### config.mk
export PLATFORM = sky130hd
export DESIGN_NAME = mul_share_arbiter
export DESIGN_NICKNAME = d
export VERILOG_FILES = /design/src/rtl/mul_share_arbiter.sv
export SDC_FILE = /design/constraint.sdc
export NUM_CORES = 1
export LEC_CHECK = 0
export BUFFER_PORTS_ARGS = -buffer_cell sky130_fd_sc_hd__clkbuf_2
export CAP_MARGIN = 10
export CORE_MARGIN = 1.5
export CORE_UTILIZATION = 55
export DETAILED_ROUTE_END_ITERATION = 16
export GPL_TIMING_DRIVEN = 0
export PLACE_DENSITY = 0.8
export SYNTH_ARGS = -nofsm -noshare
export SYNTH_HDL_FRONTEND = slang
export SYNTH_SLANG_ARGS = --single-unit
export TNS_END_PERCENT = 30
### constraint.sdc
create_clock -name clk -period 12.5 [get_ports clk]
set_clock_uncertainty 0.15 [all_clocks]
set_input_delay 1.25 -clock clk [delete_from_list [all_inputs] [get_ports clk]]
set_output_delay 1.25 -clock clk [all_outputs]
set_load 0.005 [all_outputs]
### src/rtl/mul_share_arbiter.sv
// Round-robin sharing of one 8x8 unsigned multiplier between NUM_REQ requesters,
// with a 3-state capture/multiply/respond sequence and a tagged response channel.
module mul_share_arbiter #(
  parameter int NUM_REQ = 4,
  parameter int ID_W    = 2
) (
  input  logic                   clk,
  input  logic                   rst_n,
  input  logic [NUM_REQ-1:0]     req_valid,
  output logic [NUM_REQ-1:0]     req_ready,
  input  logic [8*NUM_REQ-1:0]   req_a,
  input  logic [8*NUM_REQ-1:0]   req_b,
  output logic                   rsp_valid,
  input  logic                   rsp_ready,
  output logic [ID_W-1:0]        rsp_id,
  output logic [15:0]            rsp_result,
  output logic                   busy
);

  typedef enum logic [1:0] {
    S_IDLE = 2'd0,
    S_MUL  = 2'd1,
    S_RESP = 2'd2
  } state_e;

  state_e            state_q;
  logic [ID_W-1:0]   rr_ptr_q;
  logic [ID_W-1:0]   rr_ptr_d;
  logic [7:0]        op_a_q;
  logic [7:0]        op_b_q;
  logic [ID_W-1:0]   id_q;
  logic [15:0]       rsp_result_q;
  logic [ID_W-1:0]   rsp_id_q;
  logic              rsp_valid_q;
  logic              busy_q;

  logic              grant_vld_s;
  logic [ID_W-1:0]   grant_idx_s;
  logic [ID_W-1:0]   cand_s;
  logic [7:0]        sel_a_s;
  logic [7:0]        sel_b_s;
  logic [15:0]       product_s;

  // (base + off) mod NUM_REQ for off < NUM_REQ
  function automatic logic [ID_W-1:0] wrap_idx(input logic [ID_W-1:0] base, input int off);
    int s;
    s = int'(base) + off;
    if (s >= NUM_REQ) begin
      s = s - NUM_REQ;
    end else begin
      s = s;
    end
    return s[ID_W-1:0];
  endfunction

  // Shift-add partial-product sum; stands in for the shared 8x8 tree multiplier
  function automatic logic [15:0] mul8(input logic [7:0] a, input logic [7:0] b);
    logic [15:0] acc;
    acc = 16'd0;
    for (int i = 0; i < 8; i++) begin
      if (b[i]) begin
        acc = acc + ({8'd0, a} << i);
      end else begin
        acc = acc;
      end
    end
    return acc;
  endfunction

  // Round-robin search starting at rr_ptr_q
  always_comb begin
    grant_vld_s = 1'b0;
    grant_idx_s = '0;
    cand_s      = '0;
    for (int k = 0; k < NUM_REQ; k++) begin
      cand_s = wrap_idx(rr_ptr_q, k);
      if (!grant_vld_s && req_valid[cand_s]) begin
        grant_vld_s = 1'b1;
        grant_idx_s = cand_s;
      end else begin
        grant_vld_s = grant_vld_s;
      end
    end
  end

  assign rr_ptr_d = wrap_idx(grant_idx_s, 1);

  // Ready is only offered while idle, to the granted requester
  always_comb begin
    req_ready = '0;
    if ((state_q == S_IDLE) && grant_vld_s) begin
      req_ready[grant_idx_s] = 1'b1;
    end else begin
      req_ready = '0;
    end
  end

  // Operand slice of the granted requester
  always_comb begin
    sel_a_s = 8'd0;
    sel_b_s = 8'd0;
    for (int i = 0; i < NUM_REQ; i++) begin
      if (grant_idx_s == ID_W'(i)) begin
        sel_a_s = req_a[8*i +: 8];
        sel_b_s = req_b[8*i +: 8];
      end else begin
        sel_a_s = sel_a_s;
      end
    end
  end

  assign product_s = mul8(op_a_q, op_b_q);

  // Capture / multiply / respond sequencer with registered outputs
  always_ff @(posedge clk or negedge rst_n) begin
    if (!rst_n) begin
      state_q      <= S_IDLE;
      rr_ptr_q     <= '0;
      op_a_q       <= 8'd0;
      op_b_q       <= 8'd0;
      id_q         <= '0;
      rsp_result_q <= 16'd0;
      rsp_id_q     <= '0;
      rsp_valid_q  <= 1'b0;
      busy_q       <= 1'b0;
    end else begin
      case (state_q)
        S_IDLE: begin
          if (grant_vld_s) begin
            op_a_q   <= sel_a_s;
            op_b_q   <= sel_b_s;
            id_q     <= grant_idx_s;
            rr_ptr_q <= rr_ptr_d;
            busy_q   <= 1'b1;
            state_q  <= S_MUL;
          end
        end
        S_MUL: begin
          rsp_result_q <= product_s;
          rsp_id_q     <= id_q;
          rsp_valid_q  <= 1'b1;
          state_q      <= S_RESP;
        end
        S_RESP: begin
          if (rsp_ready) begin
            rsp_valid_q <= 1'b0;
            busy_q      <= 1'b0;
            state_q     <= S_IDLE;
          end
        end
        default: begin
          rsp_valid_q <= 1'b0;
          busy_q      <= 1'b0;
          state_q     <= S_IDLE;
        end
      endcase
    end
  end

  assign rsp_valid  = rsp_valid_q;
  assign rsp_id     = rsp_id_q;
  assign rsp_result = rsp_result_q;
  assign busy       = busy_q;

endmodule

==> results.yml <==
status:
  status: "complete, no violations"
floorplanning:
  io-pin-count: 95
  core-area_mm2: 0.00915
  die_w_um: 99.8
  chipHeight_um: 99.8
  die_area_mm2: 0.00997
  rows: 35
  initial_core_util_pct: 56.3
synth:
  synth.distinct_cells: 64
  synthTopCellsByArea: "dfrtp_1 20%, ha_1 15%, a21oi_1 9.5%, nor2_1 6.3%, nand2_1 4.9%"
  yosysMostFrequentCell: "a21oi_1"
  synth-seq-cells: 42
  yosysTopAreaCell: "dfrtp_1"
  ys_warn_count: 0
  syn-cell-area_mm2: 0.00516
  avgSynthCellArea_um2: 7.58
  synthCells: 680
  syn_nets: 820
  synth_top_flop_cell: "dfrtp_1"
  synth_edf_count: 0
  synth_commonest_cells: "98 x a21oi_1, 86 x nor2_1, 67 x nand2_1, 62 x ha_1, 42 x dfrtp_1"
  synth_top_area_share_pct: 20.4
  async_reset_ff_share_pct: 100
  synth_seq_area_share_pct: 20.4
run:
  drv_cap: 0
clocking:
  clock-sinks: 42
  clkTransAtPathRegs_ns: 0.08
  cts-root-buf: "clkbuf_8"
  insertion_delay_ns: 0.30
  htree_levels: 2
  postCtsSetupRepairBufs: 0
  ctsResizeCount: 0
  numCtsBuffers: 5
  ctsHoldBuffers: 0
  clk_path_buf_depth: 2
  cts_tree: "built"
global_route:
  grt_use_total_pct: 30.3
  grt_max_degree: 43
  grt_pass1_wl_um: 24500
  overflow: 0
  antenna_found_initial: 0
  grt_pass1_vias: 5293
setup_path:
  critPathSlowestCell: "or4b_1"
  cp-end-kind: "register"
  r2r_setup_slack_ns: 2.43
  crit_type: "register to register"
  path_max_fanout: 10
  crit_family: "compound AO/OA/AOI/OAI gates"
  critPathLaunchType: "register"
  cp.required_ns: 12.54
  regToRegEndpoint: "rsp_result[13]"
  cp_num_buf_inv: 2
  startpoint: "op_b_q[0]"
  arrival_ns: 10.10
  reg2reg_from: "op_b_q[0]"
  crit_top_cell: "ha_1"
  ff2ff_path_depth: 41
  crit_path_max_incr_delay_ns: 0.51
route:
  viasPerCell: 6.03
  dr.pass1.iters: 5
  drc: 0
  post_drt_wl_per_cell_um: 16.5
  wirelength_um: 14700
  drt_iter0_drc: 283
  num_vias: 5381
  antenna_left: 0
sta:
  worstMarginPinSlew_ns: 1.04
  layout_min_cycle_time_ns: 10.07
  final.setup.tns_ns: 0
  setup-violations-final: 0
  fin_crit_sh_pct: 80.5
  slew_violations: 0
  fmax_mhz: 99.3
  rsz0062_at_grt: "false"
  hold_viol_final: 0
  slew_headroom_pct: 30.6
placed_design:
  dpl.cell_count: 885
  io_buffers: 94
  place.gp.congestion: 0.899
  hpwl_um: 11600
min_path:
  hold_class: "register to register"
  whs_path_depth: 1
  whs_endpoint: "rsp_valid"
  worstHoldStart: "rsp_valid"
finish:
  syn2layout_area_growth_pct: 13.5
  nNetsFinal: 921
  drive_above_1_share_pct: 15.3
  antenna_cells: 0
  fin_cells: 893
[cell type report]
class / count / area [um^2]
clock inverter: 2 / 13.8
tap: 111 / 139
timing repair buffer: 94 / 470
multi-input combinational: 575 / 3870
buffer: 33 / 124
fill: 786 / 3300
clock buffer: 6 / 72.6
sequential: 42 / 1050
inverter: 30 / 113
[cells in the final DEF (no fill, tap or decap), drive strengths merged, types with 3 or more instances in the layout]
master and n:
or2 5, o21ai 42, mux2 9, a221o 5
dfrtp 42, a211oi 6, clkinv 3, a21o 13
and2 13, o31ai 3, inv 29, mux2i 9
a21oi 98, nor2b 8, clkbuf 132, ha 62
fa 7, a31o 3, nand2b 14, o21bai 7
o211ai 3, nor2 86, o221ai 3, a31oi 7
xnor2 19, nand3 4, o21a 18, xor2 13
o22ai 7, nor3 7, or3 4, nand2 67
[registers in the layout (all words and copies together) (netlist names)]
register and flops:
op_a_q 8, id_q 2, state_q 2, rr_ptr_q 2, busy 1, op_b_q 8
rsp_valid 1, rsp_id 2, rsp_result 16
[worst max-delay path by stage]
stage                           to  slack [ns]  cells past startpoint
floorplan           rsp_result[13]        3.61                     41
global placement    rsp_result[13]        2.87                     41
detailed placement  rsp_result[13]        2.50                     41
CTS                 rsp_result[13]        2.46                     41
global route        rsp_result[14]        1.75                     45
finish              rsp_result[13]        2.43                     41
[logic make-up (layout without fill, tap and decap cells)]
family,count (synthesis),after routing,share of synthesized area [%]
compound gates,239,239,29.1
xor+xnor,32,32,5.43
fa+ha+maj,69,69,17.8
buf+inv,63,165,4.59
flops,42,42,20.4
mux,18,18,3.78
simple gates,217,217,18.9
[metrics by stage]
step           hold WS (ns)  area [um^2]  worst slack, ns  utilization [%]
2_1_floorplan         0.313         5160             3.61                -
3_3_place_gp          0.316         5770             2.87             63.0
3_5_place_dp          0.325         5770             2.50             63.0
4_1_cts               0.343         5850             2.46             64.0
5_1_grt               0.352         5850             1.75             64.0
6_report              0.343         5850             2.43             64.0
[routing by layer]
| layer | track usage (%) | part of all wire, % | vias to the layer above |
|---|---|---|---|
| li1 | - | - | 2625 |
| met1 | 39.2 | 43 | 2529 |
| met2 | 53.5 | 49 | 189 |
| met3 | 2.65 | 5.1 | 38 |
| met4 | 9.97 | 2.8 | 0 |
| met5 | 0 | 0 | - |
Power is left out: the tool's default activity adds up to more than one toggle a clock period on the data nets, which glitch-free logic cannot reach.
